## src/rtl/mem_port_arbiter.sv

```systemverilog
// Purpose : shares one single-port synchronous memory between instruction fetch and data access.
// Latency : grant is combinational; read data returns READ_LATENCY cycles after the grant.
// Backpres: a requester holds req until gnt; data wins ties unless fetch has hit STARVE_LIMIT.
//
// Ports:
//   clk_i, reset_n_i                       clock, asynchronous active-low reset
//   if_req_i/if_addr_i/if_gnt_o            fetch request, address, grant
//   if_rvalid_o/if_rdata_o                 fetch read response
//   d_req_i/d_addr_i/d_wmask_i/d_wdata_i   data request (wmask==0 means read)
//   d_gnt_o/d_rvalid_o/d_rdata_o           data grant and read response
//   mem_addr_o/mem_wmask_o/mem_wdata_o     shared memory command
//   mem_rdata_i                            memory read data
// Optional macro MEM_PORT_ARBITER_STATS_EN adds stat_conflicts_o and stat_starve_wins_o.
module mem_port_arbiter #(
    parameter int ADDR_W       = 32,
    parameter int DATA_W       = 32,
    parameter int READ_LATENCY = 1,
    parameter int STARVE_LIMIT = 3
) (
    input  logic                clk_i,
    input  logic                reset_n_i,
    input  logic                if_req_i,
    input  logic [ADDR_W-1:0]   if_addr_i,
    output logic                if_gnt_o,
    output logic                if_rvalid_o,
    output logic [DATA_W-1:0]   if_rdata_o,
    input  logic                d_req_i,
    input  logic [ADDR_W-1:0]   d_addr_i,
    input  logic [DATA_W/8-1:0] d_wmask_i,
    input  logic [DATA_W-1:0]   d_wdata_i,
    output logic                d_gnt_o,
    output logic                d_rvalid_o,
    output logic [DATA_W-1:0]   d_rdata_o,
    output logic [ADDR_W-1:0]   mem_addr_o,
    output logic [DATA_W/8-1:0] mem_wmask_o,
    output logic [DATA_W-1:0]   mem_wdata_o,
    input  logic [DATA_W-1:0]   mem_rdata_i
`ifdef MEM_PORT_ARBITER_STATS_EN
    ,
    output logic [31:0]         stat_conflicts_o,
    output logic [31:0]         stat_starve_wins_o
`endif
);

    localparam logic [3:0] LIMIT = 4'(STARVE_LIMIT);

    // Source tag carried alongside each in-flight read.
    typedef enum logic {SRC_IF = 1'b0, SRC_D = 1'b1} src_e;

    logic [3:0]              starve_q, starve_d;
    logic                    starve_hit;
    logic [ADDR_W-1:0]       addr_q;
    logic [DATA_W-1:0]       wdata_q;
    logic [DATA_W-1:0]       if_rdata_q, d_rdata_q;
    logic [READ_LATENCY-1:0] pv_q;
    src_e                    ps_q [READ_LATENCY];
    logic                    push_vld;
    src_e                    push_src;
    logic                    tail_vld;
    src_e                    tail_src;

    assign starve_hit = (starve_q == LIMIT);

    // Grants are suppressed while reset is asserted so every output sits at
    // its reset value even if requesters keep their requests high.
    always_comb begin
        if_gnt_o = reset_n_i & if_req_i & (~d_req_i | starve_hit);
        d_gnt_o  = reset_n_i & d_req_i & ~if_gnt_o;
    end

    always_comb begin
        starve_d = starve_q;
        if (!if_req_i || if_gnt_o) begin
            starve_d = '0;
        end else if (!starve_hit) begin
            starve_d = starve_q + 4'd1;
        end
    end

    // Memory command mux; address and write data hold when nothing is granted.
    always_comb begin
        mem_addr_o  = addr_q;
        mem_wdata_o = wdata_q;
        mem_wmask_o = '0;
        if (if_gnt_o) begin
            mem_addr_o = if_addr_i;
        end else if (d_gnt_o) begin
            mem_addr_o  = d_addr_i;
            mem_wmask_o = d_wmask_i;
            mem_wdata_o = d_wdata_i;
        end
    end

    // Writes occupy a pipeline slot with valid=0 so no response is produced.
    assign push_vld = if_gnt_o | (d_gnt_o & ~|d_wmask_i);
    assign push_src = d_gnt_o ? SRC_D : SRC_IF;
    assign tail_vld = pv_q[READ_LATENCY-1];
    assign tail_src = ps_q[READ_LATENCY-1];

    always_comb begin
        if_rvalid_o = tail_vld & (tail_src == SRC_IF);
        d_rvalid_o  = tail_vld & (tail_src == SRC_D);
        if_rdata_o  = if_rvalid_o ? mem_rdata_i : if_rdata_q;
        d_rdata_o   = d_rvalid_o  ? mem_rdata_i : d_rdata_q;
    end

    always_ff @(posedge clk_i or negedge reset_n_i) begin
        if (!reset_n_i) begin
            starve_q   <= '0;
            addr_q     <= '0;
            wdata_q    <= '0;
            if_rdata_q <= '0;
            d_rdata_q  <= '0;
            pv_q       <= '0;
            for (int i = 0; i < READ_LATENCY; i++) begin
                ps_q[i] <= SRC_IF;
            end
        end else begin
            starve_q   <= starve_d;
            addr_q     <= mem_addr_o;
            wdata_q    <= mem_wdata_o;
            if_rdata_q <= if_rdata_o;
            d_rdata_q  <= d_rdata_o;
            pv_q[0]    <= push_vld;
            ps_q[0]    <= push_src;
            for (int i = 1; i < READ_LATENCY; i++) begin
                pv_q[i] <= pv_q[i-1];
                ps_q[i] <= ps_q[i-1];
            end
        end
    end

`ifdef MEM_PORT_ARBITER_STATS_EN
    logic [31:0] conflicts_q, starve_wins_q;

    always_ff @(posedge clk_i or negedge reset_n_i) begin
        if (!reset_n_i) begin
            conflicts_q   <= '0;
            starve_wins_q <= '0;
        end else begin
            if (if_req_i && d_req_i) begin
                conflicts_q <= conflicts_q + 32'd1;
            end
            // Fetch can only beat a pending data request via the starvation limit.
            if (if_gnt_o && d_req_i) begin
                starve_wins_q <= starve_wins_q + 32'd1;
            end
        end
    end

    assign stat_conflicts_o   = conflicts_q;
    assign stat_starve_wins_o = starve_wins_q;
`endif

endmodule

```

## config.mk

```make
export PLATFORM = sky130hd
export DESIGN_NAME = mem_port_arbiter
export DESIGN_NICKNAME = d
export VERILOG_FILES = /design/src/rtl/mem_port_arbiter.sv
export SDC_FILE = /design/constraint.sdc
export NUM_CORES = 1
export LEC_CHECK = 0
export ABC_AREA = 1
export BUFFER_PORTS_ARGS = -buffer_cell sky130_fd_sc_hd__buf_2
export CAP_MARGIN = 20
export CORE_ASPECT_RATIO = 1.4
export CORE_MARGIN = 1.5
export CORE_UTILIZATION = 38
export CTS_CLUSTER_DIAMETER = 200
export DETAILED_ROUTE_END_ITERATION = 7
export MAX_ROUTING_LAYER = met4
export PLACE_DENSITY = 0.77
export SLEW_MARGIN = 20
export SYNTH_ARGS = -nofsm -noshare
export SYNTH_HDL_FRONTEND = slang
export SYNTH_SLANG_ARGS = --single-unit
```

## constraint.sdc

```tcl
create_clock -name clk_i -period 1.84 [get_ports clk_i]
set_input_delay 0.184 -clock clk_i [delete_from_list [all_inputs] [get_ports clk_i]]
set_output_delay 0.184 -clock clk_i [all_outputs]
set_load 0.005 [all_outputs]
```

==> impl_metrics.prom, run 1 <==
# TYPE chip_impl_metric gauge
chip_impl_info{name="status",value="complete, but fails checks"} 1
chip_impl_info{name="violations",value="setup timing"} 1
chip_impl_metric{name="synth_area",unit="mm2"} 0.00588
chip_impl_metric{name="timing.critical_path.arrival",unit="ns"} 1.82
chip_impl_metric{name="final-setup-viol-count",unit=""} 69
chip_impl_metric{name="ys_types",unit=""} 18
chip_impl_metric{name="critical-path-max-stage-delay",unit="ns"} 0.41
chip_impl_metric{name="place_congestion",unit=""} 0.799
chip_impl_metric{name="fp.dieArea",unit="mm2"} 0.0162
chip_impl_metric{name="clkSinkCount",unit=""} 134
chip_impl_metric{name="port_buffers",unit=""} 271
chip_impl_metric{name="max_freq",unit="MHz"} 499
chip_impl_metric{name="cts.clk_slew.worst_paths",unit="ns"} 0.06
chip_impl_metric{name="clk_latency",unit="ns"} 0.41
chip_impl_metric{name="postSynthCellCount",unit=""} 713
chip_impl_metric{name="post_synth.cell_area_avg",unit="um2"} 8.24
chip_impl_info{name="rsz0062_at_grt",value="yes"} 1
chip_impl_metric{name="net_count_synth",unit=""} 850
chip_impl_info{name="timing.hold.worst.class",value="input pin to flop"} 1
chip_impl_info{name="element_type_at_the_critical_path_end",value="output pin"} 1
chip_impl_metric{name="io-pin-count",unit=""} 272
chip_impl_metric{name="tritoncts.num_buffers",unit=""} 17
chip_impl_info{name="timing.setup.critical_path_class",value="flop to output pin"} 1
chip_impl_metric{name="max_cap_violations",unit=""} 0
chip_impl_metric{name="reg2reg_depth",unit=""} 10
chip_impl_metric{name="fillers",unit=""} 1307
chip_impl_metric{name="p_leak",unit="nW"} 5.18
chip_impl_metric{name="dr.pass1.iters",unit=""} 5
chip_impl_metric{name="worst-path-max-fanout",unit=""} 8
chip_impl_info{name="root_buffer",value="clkbuf_16"} 1
chip_impl_metric{name="final_nets",unit=""} 1163
chip_impl_metric{name="yosysWarningCount",unit=""} 0
chip_impl_metric{name="synth-seq-cells",unit=""} 134
chip_impl_metric{name="synth_top_area_frac",unit=""} 0.571
chip_impl_metric{name="pin_count_of_the_biggest_net_entering_global_routing",unit=""} 66
chip_impl_metric{name="synth_async_sr_flop_share",unit=""} 1.00
chip_impl_info{name="synthTopCellsByArea",value="dfrtp_1, nand2_1, inv_1"} 1
chip_impl_metric{name="final-hold-violation-count",unit=""} 0
chip_impl_info{name="cts_tree",value="yes"} 1
chip_impl_metric{name="fin_crit_sh",unit=""} 1.09
chip_impl_info{name="ys.flop_type",value="dfrtp_1"} 1
chip_impl_metric{name="max_slew_headroom_at_the_worst_pin",unit=""} 0.571
chip_impl_metric{name="critical_path_required",unit="ns"} 1.66
chip_impl_metric{name="setup_slack",unit="ns"} -0.166
chip_impl_metric{name="vias_in_the_first_global_route",unit=""} 5437
chip_impl_metric{name="report.power.total",unit="W"} 0.00966
chip_impl_metric{name="dieHeight",unit="um"} 150
chip_impl_metric{name="floorplan.initialDensity",unit=""} 0.390
chip_impl_metric{name="finalClockSkew",unit="ns"} 0.0108
chip_impl_metric{name="final_period_minus_worst_setup_slack",unit="ns"} 2.01
chip_impl_metric{name="track_usage",unit=""} 0.227
chip_impl_metric{name="detailroute.via_count",unit=""} 5812
chip_impl_metric{name="initial_antenna_violation_count",unit=""} 1
chip_impl_metric{name="htree_num_levels",unit=""} 4
chip_impl_metric{name="min_delay_path_depth",unit=""} 3
chip_impl_metric{name="register_area_share_after_synthesis",unit=""} 0.571
chip_impl_metric{name="cts_buffer_depth",unit=""} 2
chip_impl_metric{name="p_per_area",unit="mW/mm2"} 1080
chip_impl_info{name="yosys.cell_count.top_type",value="nand2_1"} 1
chip_impl_metric{name="die_w",unit="um"} 108
chip_impl_metric{name="cp.depth",unit=""} 9
chip_impl_info{name="synth_largest_area_cell",value="dfrtp_1"} 1
chip_impl_metric{name="drc_errors",unit=""} 0
chip_impl_info{name="cp_slowest_cell",value="dfrtp_1"} 1
chip_impl_info{name="yosys-top-cells-count",value="nand2_1, dfrtp_1, inv_1"} 1
chip_impl_metric{name="irDropWorstVdd",unit="mV"} 0.701
chip_impl_metric{name="global_route_overflow",unit=""} 0
chip_impl_metric{name="floorplan.rows",unit=""} 53
chip_impl_metric{name="detailed_place_hpwl",unit="mm"} 11.6
chip_impl_metric{name="setup_tns",unit="ns"} -6.87
chip_impl_metric{name="drive_gt1_frac",unit=""} 0.402
chip_impl_metric{name="tightestPinTransition",unit="ns"} 0.643
chip_impl_metric{name="route.antenna.remaining_nets",unit=""} 0
chip_impl_metric{name="finalWirelength",unit="mm"} 18.7
chip_impl_metric{name="post_drt_via_cell_ratio",unit=""} 4.71
chip_impl_metric{name="timing_max_transition_violations_final",unit=""} 0
chip_impl_metric{name="dp_slack",unit="ns"} 0.0396
chip_impl_metric{name="core-area",unit="mm2"} 0.0151
chip_impl_metric{name="hold_slack_final",unit="ns"} 0.0334
chip_impl_metric{name="synth-edff-count",unit=""} 0
chip_impl_metric{name="detail_route.wl_per_cell",unit="um"} 15.2
chip_impl_info{name="crit_family",value="simple AND/OR/NAND/NOR gates"} 1
chip_impl_info{name="start_kind",value="flop"} 1
chip_impl_metric{name="critPathBufInv",unit=""} 2
chip_impl_info{name="cp_cell_sequence",value="ha_4, nand2_4, nand2_4, nand2_8, buf_12, nand2_8, nand2_2, nand2_2, buf_2"} 1
chip_impl_metric{name="grt_first_pass_wirelength",unit="mm"} 27.3
chip_impl_metric{name="first_drt_iteration_drcs",unit=""} 336
chip_impl_metric{name="syn_to_final_growth",unit="%"} 51.9
[stage by stage]
stage               std cells   util  area, um2
floorplan                 713      -       5880
global placement         1154  0.493       7420
detailed placement       1154  0.493       7420
CTS                      1221  0.574       8640
global route             1232  0.593       8920
finish                   1233  0.593       8930
[timing repair]
action,CTS,global route
hold buffers,18,0
gates cloned,5,2
endpoints found under the hold margin,99,0
pin swaps,13,10
setup buffers,12,9
endpoints found under the setup margin,102,100
resized for setup,93,69
[where the power goes]
part | total, W | internal (W) | switching (W)
Clock | 0.00363 | 0.00232 | 0.00131
Combinational | 0.00232 | 0.00106 | 0.00126
Sequential | 0.00371 | 0.00352 | 0.000182
Total | 0.00966 | 0.00691 | 0.00275
[worst paths after layout]
check | to | startpoint | slack [ns]
worst max-delay path | mem_wdata_o[29] | starve_q[0] | -0.17
worst min-delay path | wdata_q[25] | d_wdata_i[25] | 0.03
worst max register to register | wdata_q[31] | starve_q[0] | 0.22
worst min register to register | if_rdata_q[28] | if_rdata_q[28] | 0.47
max in group asynchronous | d_rdata_q[9] | reset_n_i | 0.24
min in group asynchronous | addr_q[1] | reset_n_i | 0.44
[registers in the layout, indices dropped and copies added, names as in the netlist]
name	flops
if_rdata_q	32
ps_q	1
addr_q	32
starve_q	4
d_rdata_q	32
pv_q	1
wdata_q	32
[cell families after synthesis]
group	share of synthesized area
AOI/OAI and AO/OA	0.0554
DFF	0.571
adders and majority gates	0.00213
and+or+nand+nor	0.270
xor gates and xnor gates	0.00447
buffers and inverters	0.0979
[layout by cell type, fill, tap and decap left out, drive strengths merged]
cell type and count:
clkbuf 20, clkinv 6, nor2 10, nand4 1
nand3 34, dfrtp 134, bufinv 4, ha 1
inv 101, xor2 3, nand2 309, nand3b 26
buf 307, dlygate4sd3 18, diode 2, o21ai 65
[metal layers]
metal	global-route usage	wire length [um]	vias to the layer above	share of wire
li1	-	-	2810	-
met1	0.261	7200	2651	0.38
met2	0.379	9570	306	0.51
met3	0.0537	1390	45	0.074
met4	0.0967	554	0	0.030
met5	-	0	-	0
[worst min-delay path, delay by kind of cell]
| family | cells | cell delay, ns |
|---|---|---|
| and+or+nand+nor | 2 | 0.15 |
| buffers and inverters | 1 | 0.07 |
[cell type report]
class / count / area, um2 / area share
diodes: 2 / 5.00 / 0.000561
clock buffers: 18 / 439 / 0.0492
clock inverters: 14 / 195 / 0.0219
inverters: 97 / 369 / 0.0414
multi-input cells: 449 / 2290 / 0.257
flip-flops and latches: 134 / 3350 / 0.376
well taps: 192 / 240 / 0.0269
repair buffers: 327 / 2030 / 0.228
Power figures use the tool's default switching activity.
==> run 2, diff against run 1 <==
--- a/config.mk
+++ b/config.mk
@@ -14,7 +14,7 @@
 export CTS_CLUSTER_DIAMETER = 200
 export DETAILED_ROUTE_END_ITERATION = 7
 export MAX_ROUTING_LAYER = met4
-export PLACE_DENSITY = 0.77
+export PLACE_DENSITY = 0.79
 export SLEW_MARGIN = 20
 export SYNTH_ARGS = -nofsm -noshare
 export SYNTH_HDL_FRONTEND = slang
==> run 2 against run 1 <==
  * The flow still finishes with violations (setup timing)
  * Final area up 5.1%
  * Combinational power up 11%
  * Routed wire length up 7.2%
  * Clock-buffer cell count up 2
  * Sequential power about the same
  * Power up 3.7%
  * Hold slack worse by 0.019 ns
  * Critical path depth unchanged
  * Clock skew up 0.0013 ns
  * Worst setup slack worse by 0.046 ns
  * Maximum frequency down 2.2%
  * Via count up 3.6%
  * Critical path type unchanged
  * Largest cell class unchanged
  * Largest power group unchanged
  * Highest routed layer unchanged
==> impl_metrics.prom, run 2 (same netlist as run 1, synthesis figures left out) <==
# TYPE chip_impl_metric gauge
chip_impl_info{name="status",value="complete, but fails checks"} 1
chip_impl_info{name="violations",value="setup timing"} 1
chip_impl_metric{name="tightestPinTransition",unit="ns"} 0.667
chip_impl_metric{name="final_period_minus_worst_setup_slack",unit="ns"} 2.05
chip_impl_metric{name="global_route_overflow",unit=""} 0
chip_impl_metric{name="floorplan.rows",unit=""} 53
chip_impl_metric{name="placedInstanceArea",unit="mm2"} 0.00745
chip_impl_metric{name="die_w",unit="um"} 108
chip_impl_metric{name="final-setup-viol-count",unit=""} 79
chip_impl_metric{name="timing_max_transition_violations_final",unit=""} 0
chip_impl_metric{name="tritoncts.num_buffers",unit=""} 17
chip_impl_metric{name="detail_route.wl_per_cell",unit="um"} 16.0
chip_impl_metric{name="worst-path-max-fanout",unit=""} 9
chip_impl_metric{name="max_freq",unit="MHz"} 487
chip_impl_metric{name="io-pin-count",unit=""} 272
chip_impl_metric{name="detailroute.via_count",unit=""} 6023
chip_impl_metric{name="final_core_util",unit=""} 0.623
chip_impl_metric{name="finalWirelength",unit="mm"} 20.1
chip_impl_metric{name="final_nets",unit=""} 1186
chip_impl_metric{name="final-hold-violation-count",unit=""} 0
chip_impl_info{name="element_type_at_the_critical_path_end",value="output pin"} 1
chip_impl_metric{name="dieHeight",unit="um"} 150
chip_impl_metric{name="port_buffers",unit=""} 271
chip_impl_metric{name="floorplan.initialDensity",unit=""} 0.390
chip_impl_metric{name="dp_slack",unit="ns"} -0.0127
chip_impl_info{name="timing.critical_path.from",value="starve_q[0]"} 1
chip_impl_metric{name="dr.pass1.iters",unit=""} 5
chip_impl_metric{name="htree_num_levels",unit=""} 4
chip_impl_info{name="rsz0062_at_grt",value="yes"} 1
chip_impl_metric{name="pin_count_of_the_biggest_net_entering_global_routing",unit=""} 66
chip_impl_metric{name="finalClockSkew",unit="ns"} 0.0122
chip_impl_metric{name="detailed_place_hpwl",unit="mm"} 11.2
chip_impl_metric{name="irDropWorstVdd",unit="mV"} 0.758
chip_impl_metric{name="syn_to_final_growth",unit="%"} 59.6
chip_impl_metric{name="timing.critical_path.arrival",unit="ns"} 1.87
chip_impl_info{name="root_buffer",value="clkbuf_16"} 1
chip_impl_info{name="layout.cells.most_common_list",value="buf_2, nand2_1, dfrtp_1"} 1
chip_impl_metric{name="vias_in_the_first_global_route",unit=""} 5398
chip_impl_metric{name="clk_latency",unit="ns"} 0.42
chip_impl_info{name="start_kind",value="flop"} 1
chip_impl_metric{name="p_leak",unit="nW"} 5.38
chip_impl_info{name="reg2reg_from",value="starve_q[0]"} 1
chip_impl_metric{name="first_drt_iteration_drcs",unit=""} 386
chip_impl_metric{name="grt_first_pass_wirelength",unit="mm"} 26.5
chip_impl_metric{name="track_usage",unit=""} 0.217
chip_impl_metric{name="fp.dieArea",unit="mm2"} 0.0162
chip_impl_metric{name="cts_buffer_depth",unit=""} 2
chip_impl_metric{name="cts.clk_slew.worst_paths",unit="ns"} 0.06
chip_impl_info{name="worst_hold_startpoint",value="d_wdata_i[19]"} 1
chip_impl_metric{name="clkSinkCount",unit=""} 134
chip_impl_metric{name="drc_errors",unit=""} 0
chip_impl_metric{name="core-area",unit="mm2"} 0.0151
chip_impl_metric{name="initial_antenna_violation_count",unit=""} 0
chip_impl_metric{name="place_congestion",unit=""} 0.800
chip_impl_metric{name="post_drt_via_cell_ratio",unit=""} 4.80
chip_impl_metric{name="hold_slack_final",unit="ns"} 0.0145
chip_impl_info{name="cts_tree",value="yes"} 1
chip_impl_metric{name="report.power.total",unit="W"} 0.0100
chip_impl_metric{name="fin_crit_sh",unit=""} 1.12
chip_impl_metric{name="p_per_area",unit="mW/mm2"} 1070
chip_impl_info{name="timing.hold.worst.class",value="input pin to flop"} 1
chip_impl_metric{name="setup_slack",unit="ns"} -0.212
chip_impl_metric{name="drive_gt1_frac",unit=""} 0.444
chip_impl_info{name="final_common_cell",value="buf_2"} 1
chip_impl_metric{name="max_slew_headroom_at_the_worst_pin",unit=""} 0.556
chip_impl_info{name="timing.setup.critical_path_class",value="flop to output pin"} 1
chip_impl_metric{name="route.antenna.remaining_nets",unit=""} 0
chip_impl_metric{name="max_cap_violations",unit=""} 0
chip_impl_metric{name="post-route-cell-area",unit="mm2"} 0.00938
chip_impl_metric{name="critical_path_required",unit="ns"} 1.66
run 2: area by class of cell:
type / count / area, um2
fillers: 1202 / 5670
repair buffers: 348 / 2320
well taps: 192 / 240
flip-flops and latches: 134 / 3350
diodes: 1 / 2.50
clock inverters: 12 / 188
clock buffers: 20 / 457
repair inverters: 3 / 26.3
inverters: 97 / 384
multi-input cells: 448 / 2400
run 2: routing by layer:
layer	global-route usage	vias to the layer above	wire, um	part of all wire
met3	0.0524	51	1420	0.071
met5	-	-	0	0
met4	0.0776	0	586	0.029
met2	0.370	314	10500	0.52
met1	0.248	2798	7600	0.38
li1	-	2860	-	-
run 2: what timing repair did:
action,CTS,global route
hold buffers,9,0
buffers inserted,26,16
pin swaps,21,18
resized for setup,62,144
setup endpoints to repair,102,106
endpoints found under the hold margin,87,0
cloned,5,12
run 2: worst paths after layout:
check	to	slack (ns)	cells past startpoint
setup / recovery	mem_wdata_o[18]	-0.21	9
min in group asynchronous	addr_q[29]	0.43	3
hold / removal	wdata_q[19]	0.01	3
max in group asynchronous	if_rdata_q[4]	0.28	4
setup reg to reg	addr_q[17]	0.23	11
hold reg to reg	if_rdata_q[16]	0.47	2
run 2: metrics by stage:
stage / std cells / TNS, ns
global placement: 1154 / 0
CTS: 1226 / -9.74
global route: 1254 / -16.98
finish: 1255 / -9.76
floorplan: 713 / 0
detailed placement: 1154 / -0.0191
run 2: worst max-delay path: stages (launching register included):
cell	delay (ns)
dfrtp_1	0.42
ha_4	0.19
nand2_4	0.06
nand2_4	0.07
nand2_8	0.10
buf_12	0.16
nand2_4	0.12
nand2_1	0.11
nand2_1	0.08
buf_2	0.13
run 2: power breakdown:
| group | total (W) | switching, W | internal (W) |
|---|---|---|---|
| registers | 0.00374 | 0.000212 | 0.00353 |
| logic | 0.00257 | 0.00137 | 0.00120 |
| clock network | 0.00371 | 0.00134 | 0.00237 |
| total | 0.0100 | 0.00292 | 0.00710 |
==> run 3, diff against run 2 <==
--- a/config.mk
+++ b/config.mk
@@ -5,8 +5,7 @@
 export SDC_FILE = /design/constraint.sdc
 export NUM_CORES = 1
 export LEC_CHECK = 0
-export ABC_AREA = 1
-export BUFFER_PORTS_ARGS = -buffer_cell sky130_fd_sc_hd__buf_2
+export BUFFER_PORTS_ARGS = -buffer_cell sky130_fd_sc_hd__buf_4
 export CAP_MARGIN = 20
 export CORE_ASPECT_RATIO = 1.4
 export CORE_MARGIN = 1.5
@@ -14,7 +13,7 @@
 export CTS_CLUSTER_DIAMETER = 200
 export DETAILED_ROUTE_END_ITERATION = 7
 export MAX_ROUTING_LAYER = met4
-export PLACE_DENSITY = 0.79
+export PLACE_DENSITY = 0.8
 export SLEW_MARGIN = 20
 export SYNTH_ARGS = -nofsm -noshare
 export SYNTH_HDL_FRONTEND = slang
==> run 3 against run 2 <==
  * The flow still finishes with violations (setup timing)
  * First-iteration DRC count is 75% lower
  * Global-route usage increased by 1.3 points
  * Flip-flop and latch count is the same
  * Non-clock buffer count shrank 6
  * Via count fell by 29%
  * Die area decreased by 3.3%
  * Sequential power barely moved
  * Highest routed layer unchanged
  * Critical path type unchanged
  * Sequential share of layout area down 2.5 points
  * Clock-buffer cell count rose by 1
==> impl_metrics.prom, run 3 <==
# TYPE chip_impl_metric gauge
chip_impl_info{name="status",value="complete, but fails checks"} 1
chip_impl_info{name="violations",value="setup timing"} 1
chip_impl_info{name="regToRegEndpoint",value="wdata_q[26]"} 1
chip_impl_info{name="yosys-top-cells-count",value="dfrtp_1, mux2_2, mux2_4"} 1
chip_impl_info{name="element_type_at_the_critical_path_end",value="output pin"} 1
chip_impl_metric{name="dieHeight",unit="um"} 148
chip_impl_metric{name="yosysWarningCount",unit=""} 0
chip_impl_metric{name="synth_area",unit="mm2"} 0.00568
chip_impl_metric{name="multi_input_comb_area",unit="mm2"} 0.00250
chip_impl_metric{name="p_leak",unit="nW"} 5.18
chip_impl_metric{name="timing.critical_path.arrival",unit="ns"} 2.15
chip_impl_metric{name="detailroute.via_count",unit=""} 4257
chip_impl_metric{name="tritoncts.num_buffers",unit=""} 17
chip_impl_metric{name="placedInstanceArea",unit="mm2"} 0.00800
chip_impl_metric{name="final-setup-viol-count",unit=""} 96
chip_impl_metric{name="ys_types",unit=""} 24
chip_impl_metric{name="post_synth.cell_area_avg",unit="um2"} 16.8
chip_impl_metric{name="max_freq",unit="MHz"} 428
chip_impl_metric{name="ff_latch_area",unit="mm2"} 0.00335
chip_impl_info{name="timing.setup.critical_path_class",value="flop to output pin"} 1
chip_impl_metric{name="dp_slack",unit="ns"} -0.108
chip_impl_metric{name="p_per_area",unit="mW/mm2"} 1050
chip_impl_info{name="cp_slowest_cell",value="dfrtp_1"} 1
chip_impl_info{name="cts_tree",value="yes"} 1
chip_impl_info{name="worst_setup_path_endpoint",value="mem_wdata_o[26]"} 1
chip_impl_metric{name="post-route-cell-area",unit="mm2"} 0.0101
chip_impl_info{name="rsz0062_at_grt",value="yes"} 1
chip_impl_metric{name="detail_route.wl_per_cell",unit="um"} 20.1
chip_impl_metric{name="port_buffers",unit=""} 271
chip_impl_metric{name="register_area_share_after_synthesis",unit=""} 0.591
chip_impl_metric{name="floorplan.rows",unit=""} 52
chip_impl_metric{name="synth-edff-count",unit=""} 0
chip_impl_metric{name="critPathBufInv",unit=""} 3
chip_impl_info{name="cp_cell_sequence",value="ha_4, nor3b_4, a21oi_4, buf_6, buf_12, mux2_4, buf_6"} 1
chip_impl_metric{name="finalClockSkew",unit="ns"} 0.00727
chip_impl_info{name="synth_largest_area_cell",value="dfrtp_1"} 1
chip_impl_metric{name="synth_async_sr_flop_share",unit=""} 1.00
chip_impl_info{name="critical-path-top-cell-by-count",value="buf_6"} 1
chip_impl_metric{name="htree_num_levels",unit=""} 4
chip_impl_metric{name="global_route_overflow",unit=""} 0
chip_impl_info{name="ys.flop_type",value="dfrtp_1"} 1
chip_impl_metric{name="fp.dieArea",unit="mm2"} 0.0157
chip_impl_info{name="crit_family",value="buffers and inverters"} 1
chip_impl_metric{name="worst-path-max-fanout",unit=""} 5
chip_impl_metric{name="pin_count_of_the_biggest_net_entering_global_routing",unit=""} 135
chip_impl_metric{name="clkSinkCount",unit=""} 134
chip_impl_metric{name="synth-seq-cells",unit=""} 134
chip_impl_metric{name="antenna_cells",unit=""} 0
chip_impl_metric{name="regToRegSetupSlack",unit="ns"} -0.01
chip_impl_metric{name="dr.pass1.iters",unit=""} 4
chip_impl_metric{name="drive_gt1_frac",unit=""} 0.767
chip_impl_metric{name="setup_tns",unit="ns"} -33.08
chip_impl_metric{name="net_count_synth",unit=""} 475
chip_impl_metric{name="postSynthCellCount",unit=""} 338
chip_impl_metric{name="synth_top_area_frac",unit=""} 0.591
chip_impl_info{name="layout.cells.most_common_list",value="buf_4, dfrtp_1, mux2_4"} 1
chip_impl_info{name="reg2reg_from",value="starve_q[0]"} 1
chip_impl_metric{name="die_w",unit="um"} 106
chip_impl_info{name="final_common_cell",value="buf_4"} 1
chip_impl_metric{name="floorplan.initialDensity",unit=""} 0.391
chip_impl_metric{name="final_nets",unit=""} 820
chip_impl_metric{name="drc_errors",unit=""} 0
chip_impl_metric{name="post_drt_via_cell_ratio",unit=""} 4.82
chip_impl_metric{name="first_drt_iteration_drcs",unit=""} 97
chip_impl_metric{name="cts_buffer_depth",unit=""} 2
chip_impl_info{name="timing.hold.worst.class",value="input pin to flop"} 1
chip_impl_metric{name="final_cell_count_no_fill",unit=""} 884
chip_impl_metric{name="vias_in_the_first_global_route",unit=""} 4897
chip_impl_metric{name="initial_antenna_violation_count",unit=""} 0
chip_impl_metric{name="max_slew_headroom_at_the_worst_pin",unit=""} 0.496
chip_impl_metric{name="place_congestion",unit=""} 0.769
chip_impl_metric{name="reg2reg_depth",unit=""} 7
chip_impl_metric{name="syn_to_final_growth",unit="%"} 77.5
chip_impl_metric{name="fillers",unit=""} 920
chip_impl_info{name="yosys.cell_count.top_type",value="dfrtp_1"} 1
chip_impl_metric{name="clk_latency",unit="ns"} 0.41
chip_impl_metric{name="detailed_place_hpwl",unit="mm"} 10.3
chip_impl_metric{name="timing_max_transition_violations_final",unit=""} 0
chip_impl_metric{name="setup_slack",unit="ns"} -0.498
chip_impl_metric{name="final_period_minus_worst_setup_slack",unit="ns"} 2.34
chip_impl_metric{name="track_usage",unit=""} 0.230
chip_impl_metric{name="route.antenna.remaining_nets",unit=""} 0
chip_impl_metric{name="final-hold-violation-count",unit=""} 0
chip_impl_metric{name="cts.clk_slew.worst_paths",unit="ns"} 0.06
chip_impl_metric{name="critical_path_required",unit="ns"} 1.66
chip_impl_info{name="timing.critical_path.from",value="starve_q[0]"} 1
chip_impl_metric{name="finalWirelength",unit="mm"} 17.8
chip_impl_metric{name="grt_first_pass_wirelength",unit="mm"} 26.4
chip_impl_metric{name="hold_slack_final",unit="ns"} 0.0188
chip_impl_metric{name="cp.depth",unit=""} 7
chip_impl_metric{name="max_cap_violations",unit=""} 0
chip_impl_metric{name="critical-path-max-stage-delay",unit="ns"} 0.41
chip_impl_metric{name="io-pin-count",unit=""} 272
chip_impl_metric{name="fin_crit_sh",unit=""} 1.27
chip_impl_metric{name="irDropWorstVdd",unit="mV"} 0.651
chip_impl_metric{name="dp.cells",unit=""} 793
chip_impl_metric{name="core-area",unit="mm2"} 0.0145
chip_impl_info{name="synthTopCellsByArea",value="dfrtp_1, mux2_2, mux2_4"} 1
chip_impl_metric{name="tightestPinTransition",unit="ns"} 0.756
chip_impl_info{name="root_buffer",value="clkbuf_16"} 1
chip_impl_info{name="start_kind",value="flop"} 1
[run 3: per-stage QoR]
stage | util | power [W]
after global routing | 0.695 | 0.0111
after global placement | 0.551 | 0.00626
final | 0.695 | 0.0106
after CTS | 0.665 | 0.0103
after floorplan | - | 0.00486
after detailed placement | 0.551 | 0.00638
[run 3: cell families after synthesis]
family | Yosys count | synth area share
mux | 161 | 0.354
xor+xnor | 2 | 0.00309
fa+ha+maj | 1 | 0.00220
compound gates | 4 | 0.00882
buf+inv | 21 | 0.0231
simple gates | 15 | 0.0179
flops | 134 | 0.591
[run 3: routing by layer]
metal | vias up | track usage | routed length, um
met2 | 202 | 0.415 | 9950
met4 | 0 | 0.0777 | 369
met5 | - | - | 0
met1 | 2140 | 0.241 | 6450
li1 | 1883 | - | -
met3 | 32 | 0.0595 | 978
[run 3: worst min path at each step]
stage,startpoint,end,depth (start not counted)
after floorplan,reset_n_i,addr_q[0],0
after global placement,reset_n_i,addr_q[22],2
after detailed placement,reset_n_i,addr_q[22],2
after CTS,if_addr_i[29],addr_q[29],2
after global routing,if_addr_i[18],addr_q[18],2
final,if_addr_i[18],addr_q[18],2
[run 3: final cells by class]
type                       count  share of cell area
timing repair buffer         342               0.339
sequential                   134               0.333
multi-input combinational    183               0.248
clock buffer                  21              0.0437
tap                          189              0.0235
clock inverter                10              0.0107
inverter                       5             0.00186
[run 3: power breakdown]
part           leakage, nW  switching, W  total [W]  internal (W)
sequential            1.57      0.000195    0.00376       0.00356
combinational         3.33       0.00120    0.00366       0.00247
clock                0.274       0.00121    0.00318       0.00197
total                 5.18       0.00260     0.0106       0.00800
[run 3: repair_timing]
item	4_1_cts	5_1_grt
cloned	9	4
hold buffers	8	0
pin swaps	7	3
buffers inserted	22	20
endpoints found under the setup margin	134	136
resized for setup	163	62
hold endpoints to repair	141	0
